<file path="src/rtl/pipe_ctrl_pkg.sv">
// pipe_ctrl_pkg
//   Shared types and constants for the 5-stage pipeline hazard controller.
//   fwd_sel_t        : operand source select driven onto ForwardAE/ForwardBE.
//   mem_wait_state_t : states of the data-memory wait FSM.
//   REG_PC           : architectural PC register number (never forwarded).
package pipe_ctrl_pkg;

   typedef enum logic [1:0] {
      FWD_RF  = 2'b00,   // register file value
      FWD_WB  = 2'b01,   // writeback result
      FWD_MEM = 2'b10    // ALUOutM
   } fwd_sel_t;

   typedef enum logic [1:0] {
      IDLE    = 2'b00,
      WAIT    = 2'b01,
      RELEASE = 2'b10
   } mem_wait_state_t;

   localparam logic [3:0] REG_PC = 4'hF;

   // A later stage can supply an operand when it writes a matching,
   // non-PC destination register.
   function automatic logic fwd_match(input logic       we,
                                      input logic [3:0] wa,
                                      input logic [3:0] ra);
      return we && (wa == ra) && (wa != REG_PC);
   endfunction

endpackage

</file>
<file path="src/rtl/pipe_hazard_ctrl_fwd_sel.sv">
// pipe_fwd_sel
//   Forward-select for one execute-stage source operand. The M stage wins
//   over the W stage because it holds the younger result.
//   Ports:
//     ra_e        in  4  execute-stage source register
//     wa3_m/_w    in  4  destination registers in M and W
//     reg_write_m in  1  M-stage register-write enable
//     reg_write_w in  1  W-stage register-write enable
//     fwd_sel     out 2  FWD_MEM / FWD_WB / FWD_RF
module pipe_fwd_sel
   import pipe_ctrl_pkg::*;
(
   input  logic [3:0] ra_e,
   input  logic [3:0] wa3_m,
   input  logic [3:0] wa3_w,
   input  logic       reg_write_m,
   input  logic       reg_write_w,
   output fwd_sel_t   fwd_sel
);

   always_comb begin
      fwd_sel = FWD_RF;
      if (fwd_match(reg_write_m, wa3_m, ra_e))
         fwd_sel = FWD_MEM;
      else if (fwd_match(reg_write_w, wa3_w, ra_e))
         fwd_sel = FWD_WB;
   end

endmodule

</file>
<file path="src/rtl/pipe_hazard_ctrl.sv">
// pipe_hazard_ctrl
//   Hazard and sequencing controller for the 5-stage ARM pipeline: operand
//   forwarding, load-use stalls, PC-write flushes and variable-latency
//   data-memory waits guarded by a timeout so a hung memory cannot freeze
//   the core.
//   Ports:
//     clk, reset                 clock; synchronous active-low reset
//     RA1D/RA2D, RA1E/RA2E       source registers in D and E
//     WA3E/WA3M/WA3W             destination registers in E, M, W
//     RegWriteE/M/W, MemToRegE   write enables, load-in-E flag
//     PCSrcD/E/M/W, BranchTakenE PC-write tracking, taken branch in E
//     MemReqM, MemReadyM         data-memory request / completion in M
//     ForwardAE/BE               operand source select (00 RF, 01 WB, 10 M)
//     StallF/D/E/M               hold pipeline registers
//     FlushD/E/W                 load bubbles into pipeline registers
//     MemTimeout                 one-cycle pulse when a wait is forced off
//   Optional build macro HAZARD_PERF_EN adds saturating performance
//   counters LduCnt, MemWaitCnt and FlushCnt (CNT_W bits each).
module pipe_hazard_ctrl
   import pipe_ctrl_pkg::*;
#(
   parameter int MEM_TIMEOUT = 255,
   parameter int TO_W        = 8,
   parameter int CNT_W       = 16
) (
   input  logic             clk,
   input  logic             reset,
   input  logic [3:0]       RA1D,
   input  logic [3:0]       RA2D,
   input  logic [3:0]       RA1E,
   input  logic [3:0]       RA2E,
   input  logic [3:0]       WA3E,
   input  logic [3:0]       WA3M,
   input  logic [3:0]       WA3W,
   input  logic             RegWriteE,
   input  logic             RegWriteM,
   input  logic             RegWriteW,
   input  logic             MemToRegE,
   input  logic             PCSrcD,
   input  logic             PCSrcE,
   input  logic             PCSrcM,
   input  logic             PCSrcW,
   input  logic             BranchTakenE,
   input  logic             MemReqM,
   input  logic             MemReadyM,
   output logic [1:0]       ForwardAE,
   output logic [1:0]       ForwardBE,
   output logic             StallF,
   output logic             StallD,
   output logic             StallE,
   output logic             StallM,
   output logic             FlushD,
   output logic             FlushE,
   output logic             FlushW,
`ifdef HAZARD_PERF_EN
   output logic [CNT_W-1:0] LduCnt,
   output logic [CNT_W-1:0] MemWaitCnt,
   output logic [CNT_W-1:0] FlushCnt,
`endif
   output logic             MemTimeout
);

   // Counter value in the last permitted wait cycle.
   localparam logic [TO_W-1:0] TO_LAST = TO_W'(MEM_TIMEOUT - 1);

   mem_wait_state_t state_q, state_d;
   logic [TO_W-1:0] cnt_q, cnt_d;
   logic            mem_timeout_q, mem_timeout_d;

   logic     wait_req, to_hit, mem_stall, ldr_stall, pc_pend;
   fwd_sel_t fwd_a, fwd_b;

   // ---------------------------------------------------------------- forwarding
   pipe_fwd_sel u_fwd_a (
      .ra_e        (RA1E),
      .wa3_m       (WA3M),
      .wa3_w       (WA3W),
      .reg_write_m (RegWriteM),
      .reg_write_w (RegWriteW),
      .fwd_sel     (fwd_a)
   );

   pipe_fwd_sel u_fwd_b (
      .ra_e        (RA2E),
      .wa3_m       (WA3M),
      .wa3_w       (WA3W),
      .reg_write_m (RegWriteM),
      .reg_write_w (RegWriteW),
      .fwd_sel     (fwd_b)
   );

   // ---------------------------------------------------------------- hazards
   assign ldr_stall = MemToRegE && RegWriteE && ((WA3E == RA1D) || (WA3E == RA2D));
   assign pc_pend   = PCSrcD || PCSrcE || PCSrcM;
   assign wait_req  = MemReqM && !MemReadyM;
   assign to_hit    = (state_q == WAIT) && (cnt_q == TO_LAST);
   // RELEASE masks the stall for one cycle so the stuck access retires.
   assign mem_stall = wait_req && !to_hit && (state_q != RELEASE);

   // ---------------------------------------------------------------- wait FSM
   always_comb begin
      state_d       = state_q;
      cnt_d         = cnt_q;
      mem_timeout_d = 1'b0;
      unique case (state_q)
         IDLE: begin
            if (wait_req) begin
               state_d = WAIT;
               cnt_d   = '0;
            end
         end
         WAIT: begin
            // Completion wins over timeout in the same cycle. A withdrawn
            // request also ends the wait so no spurious timeout is raised.
            if (MemReadyM || !MemReqM) begin
               state_d = IDLE;
            end else if (to_hit) begin
               state_d       = RELEASE;
               mem_timeout_d = 1'b1;
            end else begin
               cnt_d = cnt_q + TO_W'(1);
            end
         end
         RELEASE: state_d = IDLE;
         default: state_d = IDLE;
      endcase
   end

   always_ff @(posedge clk) begin
      if (!reset) begin
         state_q       <= IDLE;
         cnt_q         <= '0;
         mem_timeout_q <= 1'b0;
      end else begin
         state_q       <= state_d;
         cnt_q         <= cnt_d;
         mem_timeout_q <= mem_timeout_d;
      end
   end

   assign MemTimeout = mem_timeout_q;

   // ---------------------------------------------------------------- controls
   always_comb begin
      StallF    = 1'b0;
      StallD    = 1'b0;
      StallE    = 1'b0;
      StallM    = 1'b0;
      FlushD    = 1'b0;
      FlushE    = 1'b0;
      FlushW    = 1'b0;
      ForwardAE = FWD_RF;
      ForwardBE = FWD_RF;
      if (!reset) begin
         FlushD = 1'b1;
         FlushE = 1'b1;
         FlushW = 1'b1;
      end else begin
         ForwardAE = fwd_a;
         ForwardBE = fwd_b;
         if (mem_stall) begin
            // Whole pipe frozen; a taken branch stays in E and flushes once
            // the stall drops. W takes a bubble to avoid a repeated write.
            StallF = 1'b1;
            StallD = 1'b1;
            StallE = 1'b1;
            StallM = 1'b1;
            FlushW = 1'b1;
         end else begin
            StallF = ldr_stall || pc_pend;
            StallD = ldr_stall;
            FlushD = pc_pend || PCSrcW || BranchTakenE;
            FlushE = ldr_stall || BranchTakenE;
         end
      end
   end

`ifdef HAZARD_PERF_EN
   // ---------------------------------------------------------------- perf
   logic [CNT_W-1:0] ldu_cnt_q, ldu_cnt_d;
   logic [CNT_W-1:0] mem_wait_cnt_q, mem_wait_cnt_d;
   logic [CNT_W-1:0] flush_cnt_q, flush_cnt_d;

   function automatic logic [CNT_W-1:0] sat_inc(input logic [CNT_W-1:0] c,
                                                input logic             en);
      return (en && (c != {CNT_W{1'b1}})) ? c + CNT_W'(1) : c;
   endfunction

   always_comb begin
      ldu_cnt_d      = sat_inc(ldu_cnt_q, ldr_stall);
      mem_wait_cnt_d = sat_inc(mem_wait_cnt_q, mem_stall);
      flush_cnt_d    = sat_inc(flush_cnt_q, FlushD || FlushE);
   end

   always_ff @(posedge clk) begin
      if (!reset) begin
         ldu_cnt_q      <= '0;
         mem_wait_cnt_q <= '0;
         flush_cnt_q    <= '0;
      end else begin
         ldu_cnt_q      <= ldu_cnt_d;
         mem_wait_cnt_q <= mem_wait_cnt_d;
         flush_cnt_q    <= flush_cnt_d;
      end
   end

   assign LduCnt     = ldu_cnt_q;
   assign MemWaitCnt = mem_wait_cnt_q;
   assign FlushCnt   = flush_cnt_q;
`endif

endmodule

</file>
<file path="config.mk">
export PLATFORM = sky130hd
export DESIGN_NAME = pipe_hazard_ctrl
export DESIGN_NICKNAME = d
export VERILOG_FILES = /design/src/rtl/pipe_ctrl_pkg.sv /design/src/rtl/pipe_hazard_ctrl_fwd_sel.sv /design/src/rtl/pipe_hazard_ctrl.sv
export SDC_FILE = /design/constraint.sdc
export NUM_CORES = 1
export LEC_CHECK = 0
export CAP_MARGIN = 20
export CORE_MARGIN = 2
export CORE_UTILIZATION = 39
export CTS_CLUSTER_SIZE = 28
export DETAILED_ROUTE_END_ITERATION = 10
export PLACE_DENSITY = 0.79
export SKIP_CTS_REPAIR_TIMING = 1
export SYNTH_ARGS = -nofsm -noshare
export SYNTH_HDL_FRONTEND = slang
export SYNTH_HIERARCHICAL = 1
export SYNTH_SLANG_ARGS = --single-unit
</file>
<file path="constraint.sdc">
create_clock -name clk -period 2.1 [get_ports clk]
set_input_delay 0.315 -clock clk [delete_from_list [all_inputs] [get_ports clk]]
set_output_delay 0.315 -clock clk [all_outputs]
set_load 0.03 [all_outputs]
</file>
# Word-level counts from Yosys, hierarchy flattened
# Index checks and enable logic that the tools add are counted.
word_totals:
  ff_bits: 11
  in_bits: 41
  output_inout_bits: 12
  wordCells: 77
classes:
  addsub: 1
  eq_ne: 15
  n_mux: 26
  n_bitwise: 2
  reduce_logical: 30
op_table:
  columns: ["op", "n"]
  rows:
  - ["4-bit equality test", 6]
  - ["8-bit 2-to-1 mux", 3]
  - ["8-bit case mux with 2 select lines", 1]
  - ["1-bit logical AND", 14]
  - ["1-bit 2-to-1 mux", 14]
  - ["2-bit 2-to-1 mux", 7]
  - ["8-bit by 1-bit adder with 8-bit output (second input constant)", 1]
  - ["8-bit equality test (second input constant)", 1]
  - ["1-bit logical OR", 8]
  - ["2-bit inequality test (second input constant)", 4]
  - ["4-bit inequality test (second input constant)", 2]
  - ["2-bit case mux with 2 select lines", 1]
  - ["4-bit AND reduction", 1]
  - ["1-bit zero test", 3]
  - ["3-bit by 2-bit inequality test with 1-bit output (second input constant)", 1]
  - ["3-bit OR reduction", 1]
  - ["2-bit by 1-bit equality test with 1-bit output (second input constant)", 1]
  - ["2-bit zero test", 1]
  - ["1-bit NOT", 2]
  - ["2-bit AND reduction", 1]
  - ["2-bit nonzero test", 1]

# Logic depth before layout (Yosys ltp)
# Gate-level depths: netlist of the first run.
logic_depth:
  word_depth: 7
  mapped_depth: 7

# By module
# The synthesis of the first run kept the hierarchy.
modules_own_cells:
  columns: ["module", "instances", "cells_each", "area_per_inst_um2", "seq_area_each_um2"]
  rows:
  - ["pipe_hazard_ctrl", 1, 94, 787.0, 220.2]
  - ["pipe_fwd_sel", 2, 17, 120.1, 0.0]

# Worst setup path after synthesis of the first run
# Ideal clock, no wire load.
synth_path:
  path_kind: "register to output"
  startpoint: "reg cnt_q[0]"
  endpoint: "out FlushE"
  arrival_ps: 1863
  path_slack_ps: -78
  stages_incl_launch_ff: 7
  n_path_buf: 0
  cell_sequence: "dfxtp_1 > inv_1 > ha_1 > nand4_2 > o311ai_2 > nor2_1 > a31oi_1"
synth_between:
  elab_chain_len: 7
synth_rtl:
  columns: ["item", "line", "text"]
  rows:
  - ["from (decl)", "pipe_hazard_ctrl.sv:67", "logic [TO_W-1:0] cnt_q, cnt_d;"]
  - ["from (signal assigned)", "pipe_hazard_ctrl.sv:136", "cnt_q <= cnt_d;"]
  - ["8-bit equality test", "pipe_hazard_ctrl.sv:96", "assign to_hit = (state_q == WAIT) && (cnt_q == TO_LAST);"]
  - ["1-bit logical AND", "pipe_hazard_ctrl.sv:96", null]
  - ["1-bit zero test", "pipe_hazard_ctrl.sv:98", "assign mem_stall = wait_req && !to_hit && (state_q != RELEASE);"]
  - ["1-bit logical AND (2 in series)", "pipe_hazard_ctrl.sv:98", null]
  - ["1-bit 2-to-1 mux", "pipe_hazard_ctrl.sv:161", "if (mem_stall) begin"]
  - ["1-bit 2-to-1 mux", "pipe_hazard_ctrl.sv:154", "if (!reset) begin"]
  - ["to (decl)", "pipe_hazard_ctrl.sv:53", "output logic FlushE,"]
# No other way between the ends.

# Final worst setup path of the first run
layout_path:
  startpoint: "reg cnt_q[0]"
  endpoint: "out StallF"
layout_between:
  elab_chain_len: 7
layout_rtl:
  columns: ["item", "line", "text"]
  rows:
  - ["8-bit equality test", "pipe_hazard_ctrl.sv:96", null]
  - ["1-bit logical AND", "pipe_hazard_ctrl.sv:96", null]
  - ["1-bit zero test", "pipe_hazard_ctrl.sv:98", null]
  - ["1-bit logical AND (2 in series)", "pipe_hazard_ctrl.sv:98", null]
  - ["1-bit 2-to-1 mux", "pipe_hazard_ctrl.sv:161", null]
  - ["1-bit 2-to-1 mux", "pipe_hazard_ctrl.sv:154", null]
  - ["to (decl)", "pipe_hazard_ctrl.sv:48", "output logic StallF,"]
# No other way between the ends.

==> results of run 1 <==
==> tightest hold or removal path, cell delays in order (launching register included) <==
cell	delay (ps)
dfxtp_2	360
nand2_1	70
a21oi_1	50
==> stage by stage <==
step	std cells	area, um2
after floorplan	128	1033
after global placement	210	1568
after detailed placement	210	1568
after CTS	214	1595
after global routing	218	1715
final	218	1715
==> routing by layer <==
| layer | vias to the layer above | track usage [%] | wire length, um |
|---|---|---|---|
| met4 | 0 | 3.136 | 6 |
| li1 | 588 | - | - |
| met1 | 555 | 20.63 | 1189 |
| met2 | 32 | 40.48 | 1731 |
| met5 | - | 0 | 0 |
| met3 | 2 | 4.450 | 114 |
==> area by class of cell <==
cell class | instances | area (um2) | area share [%]
Timing Repair Buffer | 60 | 591.8 | 34.50
Sequential cell | 11 | 226.5 | 13.20
Clock buffer | 3 | 22.52 | 1.313
Clock inverter | 1 | 5.005 | 0.2918
Multi-Input combinational cell | 110 | 818.3 | 47.70
Tap cell | 30 | 37.54 | 2.188
Inverter | 3 | 13.76 | 0.8023
==> power by group through the flow <==
stage	clock (uW)	sequential (uW)	combinational, uW
after floorplan	0	216	90.6
after global placement	0	216	201
after detailed placement	0	216	208
after CTS	153	211	209
after global routing	167	211	231
final	151	211	215
==> state kept, by name, indices dropped and copies added (netlist names) <==
name and count:
MemTimeout 1, cnt_q 8, state_q 2
==> cell families after synthesis <==
group                      synth area share [%]
adders and majority gates                 2.436
buffers and inverters                     3.654
and+or+nand+nor                           36.18
xor gates and xnor gates                  17.05
DFF                                       21.44
AOI/OAI and AO/OA                         19.24
==> final timing paths <==
kind | startpoint | end | slack, ps | cells past startpoint
max | cnt_q[0] | StallF | 40 | 7
min reg2reg | cnt_q[1] | cnt_q[1] | 510 | 2
max reg2reg | cnt_q[0] | cnt_q[6] | 400 | 7
min | cnt_q[1] | cnt_q[1] | 510 | 2
==> placed cells by master (no fill, tap or decap), drive strengths merged, types with 2 or more instances in the layout <==
master,n
clkdlybuf4s50,30
buf,19
xnor2,12
dlymetal6s2s,11
a21oi,11
dfxtp,11
nor2,10
nand2,10
xor2,8
and2,8
o21ai,7
or4,5
nand4,5
nand3,4
a31oi,4
nor2b,3
nor3,3
clkbuf,3
o211ai,2
a41oi,2
and4,2
o221a,2
inv,2
nor4,2
clkinv,2
ha,2
==> results.md, run 1 <==
* Status: completed
* Least-Margin Pin Slew at 484.3 ps
* Switch Pwr at 177.7 uW
* Core ar. at 2477 um2
* Switching Share at 30.79%
* Detailed-route vias per instance at 5.399
* CTS Sinks at 11
* Diode count at 0
* Final ANT Viol Nets at 0
* Synthesized cell area at 1027 um2
* Combinational share of power at 37.2%
* Synth Warn # at 6
* Reg clk slew, reported paths at 80 ps
* Post-Route Utilization at 69.24%
* Fmax at 0.4858 GHz
* Clock Power Share at 26.2%
* Worst slack, placed at -134.4 ps
* HP Class: flop to flop
* Gpl congestion at 0.8054
* CP required at 1780 ps
* Worst setup SP type: flop
* EDFF count, synth at 0
* Worst-path cell chain: inv_4 -> ha_4 -> nand4_4 -> o311ai_4 -> buf_6 -> a31oi_1 -> buf_4
* Buf/Inv on CP at 3
* Most frequent cell after synthesis: xnor2_1
* DRC at 0
* Relative slew slack at 67.71%
* Lkg Pwr at 0.0007167 uW
* Effective utilization at floorplan at 41.46%
* Post-Route Setup TNS at 0 ps
* Grt ovf at 0
* Vias at 1177
* Synth Instances at 128
* Clk root buf: clkbuf_4
* # IOs at 53
* Post-Syn Area per Cell at 8.025 um2
* Seq pwr share at 36.6%
* Post-synth top area share at 21.44%
* Drt pass-1 iters at 4
* Main area contributors after synthesis: dfxtp_1, xnor2_1, xor2_1
* Final setup margin at 41.35 ps
* FF+latch count, synth at 11
* Kind of critical path: flop to output port
* CTS tree: built
* Final Hold Violating Endpoints at 0
* Total Wirelength at 3041 um
* Top cell family by delay on the critical path: compound AO/OA/AOI/OAI gates
* Syn Nets at 171
* DRT iter0 DRCs at 15
* Worst Path Arrival at 1740 ps
* FILL cells at 217
* First-pass GRT wire length at 4995 um
* Post-layout nets at 232
* Min Tclk post-route at 2059 ps
* Final setup fails at 0
* Layout area overhead at 66.99%
* Skew-Pair Late Insertion Delay at 280 ps
* All-Layer GR Usage at 19.94%
* Worst stage delay on the critical path at 370 ps
* Asr flop ratio synth at 0%
* Commonest cells in the netlist: xnor2_1, dfxtp_1, nor2_1, a21oi_1, nand2_1
* Max IR drop VDD at 0.4482 mV
* Num CTS Buffers at 3
* Maximum capacitance violations at 0
* Largest net degree at the start of global routing at 15
* Final worst path period share at 98.03%
* Hold slack at 512.8 ps
* Most common flop cell mapped by yosys: dfxtp_1
* Die H at 55.32 um
* Avg WL per Cell at 13.95 um
* Synth area leader: dfxtp_1
* Crit-path slowest cell: dfxtp_4
* Initial antenna violation count at 0
* Final Power at 577.2 uW
* Crit. End Element: output port
* Clk buf depth at 2
* Crit-path max FO at 5
* Die width at 55.32 um
* Rows at 18
* Unique masters post-synth at 40
* Cell-internal power at 399.4 uW
* Pwr Density at 336.5 nW/um2
* H-Tree Depth at 1
* HPWL Detailed at 2458 um
* Clock Skew at 9.572 ps
* Fraction of layout instances using a drive strength above 1 at 22.34%
* Full die area at 3060 um2
* Post-synthesis sequential area ratio at 21.44%
* Vias in the first global route at 1147
* Buffers added on ports at 52
* Final Slew Violations at 0
Note: power is estimated with default switching activity, not from simulation.
==> run 2: changes to the inputs <==
--- a/config.mk
+++ b/config.mk
@@ -6,6 +6,7 @@
 export NUM_CORES = 1
 export LEC_CHECK = 0
 export CAP_MARGIN = 20
+export CORE_ASPECT_RATIO = 1.5
 export CORE_MARGIN = 2
 export CORE_UTILIZATION = 39
 export CTS_CLUSTER_SIZE = 28
==> run 2 against run 1 <==
Critical path type unchanged. Maximum frequency fell by 1.3%. Worst setup slack got worse by 27 ps. Routed wire length rose by 9.7%. Flip-flop and latch count did not move. Sequential power barely moved.
==> results.md, run 2 (synthesis results as in run 1) <==
* Crit path launch: cnt_q[0]
* Final setup fails at 0 (unchanged)
* Most frequent cells in the layout: clkdlybuf4s50_1, buf_4, dlymetal6s2s_1
* Avg WL per Cell at 15.74 um (+13%)
* Final Power at 583.5 uW (+1.1%)
* Post-Route Utilization at 68.59% (-0.66 points)
* Final Slew Violations at 0 (unchanged)
* Min Tclk post-route at 2086 ps (+27.00 ps)
* Cell-internal power at 403.3 uW (+0.97%)
* Post-layout nets at 232 (unchanged)
* Clk buf depth at 2 (unchanged)
* Least-Margin Pin Slew at 504.7 ps (+20.41 ps)
* Buffers added on ports at 52 (unchanged)
* CTS Sinks at 11 (unchanged)
* Most common cell after layout, fill and taps aside: clkdlybuf4s50_1
* Worst setup SP type: flop
* Maximum capacitance violations at 0 (unchanged)
* Clk root buf: clkbuf_4
* # IOs at 53 (unchanged)
* Detailed-route vias per instance at 5.755 (+6.6%)
* CTS tree: built
* Die H at 66.86 um (+21%)
* Final Hold Violating Endpoints at 0 (unchanged)
* Diode count at 0 (unchanged)
* Core ar. at 2477 um2 (unchanged)
* Switch Pwr at 180.2 uW (+1.4%)
* Largest net degree at the start of global routing at 15 (unchanged)
* CP required at 1780 ps (about the same)
* Post-DP Area at 1583 um2 (+0.96%)
* Effective utilization at floorplan at 41.46% (unchanged)
* Full die area at 3069 um2 (+0.28%)
* Clock Skew at 1.126 ps (-8.446 ps)
* Fmax at 0.4795 GHz (-1.3%)
* H-Tree Depth at 1 (unchanged)
* Initial antenna violation count at 0 (unchanged)
* Drt pass-1 iters at 4 (unchanged)
* Largest reg by FF count: cnt_q
* Finished Layout Cells at 212 (-2.8%)
* Grt ovf at 0 (unchanged)
* Die width at 45.91 um (-17%)
* Rows at 22 (+4)
* All-Layer GR Usage at 21.64% (+1.7 points)
* First-pass GRT wire length at 4954 um (-0.82%)
* Reg clk slew, reported paths at 70 ps (about the same)
* Switching Share at 30.88% (+0.093 points)
* Number of flip-flops under the largest register name at 8 (unchanged)
* Max IR drop VDD at 0.2424 mV (-46%)
* Clock Power Share at 26.1% (about the same)
* Crit. End Element: output port
* Design area at 1699 um2 (-0.95%)
* Vias in the first global route at 1210 (+5.5%)
* Final worst path period share at 99.32% (+1.3 points)
* Relative slew slack at 66.35% (-1.4 points)
* HPWL Detailed at 2545 um (+3.5%)
* Gpl congestion at 0.7876 (-2.2%)
* DP Cell Count at 207 (-1.4%)
* Total Wirelength at 3337 um (+9.7%)
* Hold slack at 480.6 ps (-32.19 ps)
* Combinational share of power at 37.8% (+0.6 points)
* Seq pwr share at 36.1% (-0.5 points)
* Num CTS Buffers at 3 (unchanged)
* Layout area overhead at 65.41%
* Crit-path max FO at 5 (unchanged)
* Status: completed
* Vias at 1220 (+3.7%)
* Skew-Pair Late Insertion Delay at 280 ps (about the same)
* Final ANT Viol Nets at 0 (unchanged)
* DRT iter0 DRCs at 22 (+7)
* Worst hold start: cnt_q[1]
* Worst Path Arrival at 1770 ps (+30 ps)
* Kind of critical path: flop to output port
* Fraction of layout instances using a drive strength above 1 at 20.21% (-2.1 points)
* HP Class: flop to flop
* DRC at 0 (unchanged)
* Lkg Pwr at 0.0007307 uW (+2.0%)
* RR Startpoint: cnt_q[0]
* Pwr Density at 343.4 nW/um2 (+2.1%)
==> run 2: per-layer routing <==
layer  up-vias  GRT usage (%)  share of wire [%]
met1       554          22.75                 37
li1        589              -                  -
met5         -              0                  0
met4         0          10.36                3.1
met3        12          2.710                6.1
met2        65          39.76                 54
==> run 2: power groups by stage <==
stage / clock network, uW / logic [uW] / registers, uW
3_3_place_gp: 0 / 206 / 216
2_1_floorplan: 0 / 90.6 / 216
4_1_cts: 156 / 213 / 211
6_report: 153 / 221 / 210
5_1_grt: 162 / 235 / 211
3_5_place_dp: 0 / 212 / 216
==> run 2: worst paths after layout <==
| check | to | slack [ps] | cells after the start |
|---|---|---|---|
| min reg2reg | cnt_q[1] | 480 | 2 |
| max reg2reg | cnt_q[3] | 370 | 7 |
| min | cnt_q[1] | 480 | 2 |
| max | StallF | 10 | 7 |
==> run 2: layout make-up <==
type                            count  area (um2)
Tap cell                           24       30.03
Sequential cell                    11       225.2
Clock buffer                        4       26.28
Fill cell                         194       778.2
Timing Repair Buffer               60       600.6
Multi-Input combinational cell    110       805.8
Inverter                            3       11.26
==> run 2: critical path: stages (launching register included) <==
cell and delay, ps:
dfxtp_4 350, inv_1 60, ha_2 190, nand4_4 100, o311ai_4 360, buf_6 160
a31oi_2 100, buf_6 170
==> run 2: through the flow <==
step                      setup slack [ps]  setup TNS [ps]
after floorplan                      77.89               0
after global placement              -21.58          -34.29
after detailed placement            -7.848          -8.038
after CTS                           -29.26          -48.59
after global routing                -41.74          -116.2
final                                14.35               0
==> run 3: changes to the inputs <==
--- a/config.mk
+++ b/config.mk
@@ -7,7 +7,6 @@
 export LEC_CHECK = 0
 export CAP_MARGIN = 20
 export CORE_ASPECT_RATIO = 1.5
-export CORE_MARGIN = 2
 export CORE_UTILIZATION = 39
 export CTS_CLUSTER_SIZE = 28
 export DETAILED_ROUTE_END_ITERATION = 10
==> constraint.sdc (replaced) <==
create_clock -name clk -period 2.1 [get_ports clk]
set_input_delay 0.315 -clock clk [delete_from_list [all_inputs] [get_ports clk]]
set_output_delay 0.315 -clock clk [all_outputs]
set_load 0.05 [all_outputs]
==> run 3 against run 2 <==
Sequential power hardly changed. Critical endpoint is now FlushE. Critical path type unchanged. Largest cell class unchanged. Worst hold slack better by 33 ps. Register-to-register slack better by 30 ps. The run now ends with setup timing left.
==> results.md, run 3 (synthesis results as in run 1) <==
* Status: complete, but fails checks
* Failing checks: setup timing
* Final worst path period share at 100.8% (+1.5 points)
* Grt ovf at 0 (unchanged)
* Total Wirelength at 3360 um (+0.69%)
* Buf/Inv on CP at 3 (unchanged)
* Least-Margin Pin Slew at 489.7 ps (-14.97 ps)
* FILL cells at 169 (-13%)
* Die width at 43.91 um (-4.4%)
* Largest net degree at the start of global routing at 15 (unchanged)
* Max IR drop VDD at 0.2397 mV (-1.1%)
* Gpl congestion at 0.8345 (+6.0%)
* Stages on worst setup path at 8 (+1)
* Layout area overhead at 82.58%
* Kind of critical path: flop to output port
* Worst Path Arrival at 1800 ps (+30 ps)
* Maximum capacitance violations at 0 (unchanged)
* Fmax at 0.4723 GHz (-1.5%)
* Worst R2R Path Depth at 7 (unchanged)
* Max layer used: met4
* Met2 WL at 1925 um (+6.5%)
* Avg WL per Cell at 15.63 um (-0.72%)
* Effective utilization at floorplan at 41.46% (unchanged)
* RSZ-0062 raised after global routing: true
* Fraction of layout instances using a drive strength above 1 at 22.51% (+2.3 points)
* Clock Skew at 8.282 ps (+7.156 ps)
* Pwr Density at 335.4 nW/um2 (-2.3%)
* Worst setup SP type: flop
* Worst stage delay on the critical path at 360 ps (about the same)
* Skew-Pair Late Insertion Delay at 290 ps (about the same)
* Final setup fails at 3 (+3)
* Reg clk slew, reported paths at 70 ps (about the same)
* M1 wire length at 1119 um (-8.4%)
* # IOs at 53 (unchanged)
* CTS tree: built
* Drt pass-1 iters at 4 (unchanged)
* Full die area at 2847 um2 (-7.2%)
* DRT iter0 DRCs at 13 (-41%)
* Crit-path max FO at 5 (unchanged)
* Crit. End Element: output port
* Post-DP Area at 1730 um2 (+9.3%)
* Relative slew slack at 67.25% (+0.90 points)
* Rows at 22 (unchanged)
* All-Layer GR Usage at 22.02% (+0.38 points)
* Largest reg by FF count: cnt_q
* First-pass GRT wire length at 4747 um (-4.2%)
* CTS Sinks at 11 (unchanged)
* Design area at 1876 um2 (+10%)
* Clk buf depth at 2 (unchanged)
* Register Area at 225.2 um2 (unchanged)
* Diode count at 0 (unchanged)
* Met3 wire length at 206 um (+0.49%)
* Multi-input logic area at 832.0 um2 (+3.3%)
* HP Class: flop to flop
* Vias at 1228 (+0.66%)
* Final ANT Viol Nets at 0 (unchanged)
* Hold path cells at 2 (unchanged)
* Post-layout nets at 235 (+1.3%)
* Die H at 64.86 um (-3.0%)
* Number of flip-flops under the largest register name at 8 (unchanged)
* Final setup margin at -17.48 ps (-31.83 ps)
* Crit-path slowest cell: dfxtp_4
* Detailed-route vias per instance at 5.712 (-0.75%)
* Buffers added on ports at 52 (unchanged)
* Final Slew Violations at 0 (unchanged)
* Initial antenna violation count at 0 (unchanged)
* HPWL Detailed at 2571 um (+1.0%)
* Top cell family by delay on the critical path: compound AO/OA/AOI/OAI gates
* Hold slack at 513.8 ps (+33.25 ps)
* Vias in the first global route at 1194 (-1.3%)
* Core ar. at 2477 um2 (unchanged)
* H-Tree Depth at 1 (unchanged)
* Most common cell after layout, fill and taps aside: clkdlybuf4s50_1
* DRC at 0 (unchanged)
* Num CTS Buffers at 3 (unchanged)
* Worst-path cell chain: inv_2 -> ha_4 -> nand4_4 -> o311ai_2 -> buf_4 -> nor2_4 -> a31oi_4 -> buf_12
* Clk root buf: clkbuf_4
* Min Tclk post-route at 2117 ps (+31.83 ps)
* Most frequent cells in the layout: clkdlybuf4s50_1, dlymetal6s2s_1, xnor2_1
* Final Hold Violating Endpoints at 0 (unchanged)
* Lkg Pwr at 0.0007777 uW (+6.4%)
* CP required at 1780 ps (about the same)
run 3: cell types whose count changed in the layout (fill, tap and decap cells not counted), moves of 2 or more:
cell,change
buf_6,-2
buf_4,-6
buf_12,+11
a31oi_4,+2
a31oi_2,-2
run 3: worst reg2reg max path: stages (launching register included):
cell	delay (ps)
dfxtp_4	370
inv_2	50
ha_4	160
nand4_4	60
buf_4	140
o21ai_2	150
or4_1	540
a21oi_1	160
run 3: metal layers:
layer / global-route usage (%) / vias to the layer above
met3: 4.457 / 10
li1: - / 596
met1: 21.02 / 567
met4: 11.74 / 0
met5: 0 / -
met2: 41.79 / 55
run 3: path summary, 6_finish.rpt:
path	startpoint	endpoint	slack [ps]
min reg2reg	cnt_q[1]	cnt_q[1]	510
max	cnt_q[0]	FlushE	-20
min	cnt_q[1]	cnt_q[1]	510
max reg2reg	cnt_q[0]	cnt_q[6]	400
run 3: per-stage QoR:
stage	utilization [%]	setup slack, ps	setup TNS [ps]	std cells	total power, uW
after floorplan	-	-91.82	-106.7	128	319.8
after global placement	69.85	-102.9	-213.0	208	461.6
after detailed placement	69.85	-188.9	-414.9	208	468.4
after CTS	70.91	-189.0	-457.9	212	620.0
after global routing	75.71	-99.87	-379.4	215	659.0
final	75.71	-17.48	-34.97	215	629.1
run 3: layout make-up:
cell class                      instances  area share [%]
Multi-Input combinational cell        110           44.36
Timing Repair Buffer                   63           40.03
Sequential cell                        11           12.01
Tap cell                               24           1.601
Clock buffer                            4           1.401
Inverter                                3          0.6004
run 3: report_power, final:
part / total (uW) / switching [uW] / leakage [uW] / internal, uW
registers: 211 / 2.09 / 0.0000901 / 209
logic: 264 / 119 / 0.000673 / 145
clock network: 154 / 80.2 / 0.0000150 / 74.2
total: 629 / 201 / 0.000778 / 428
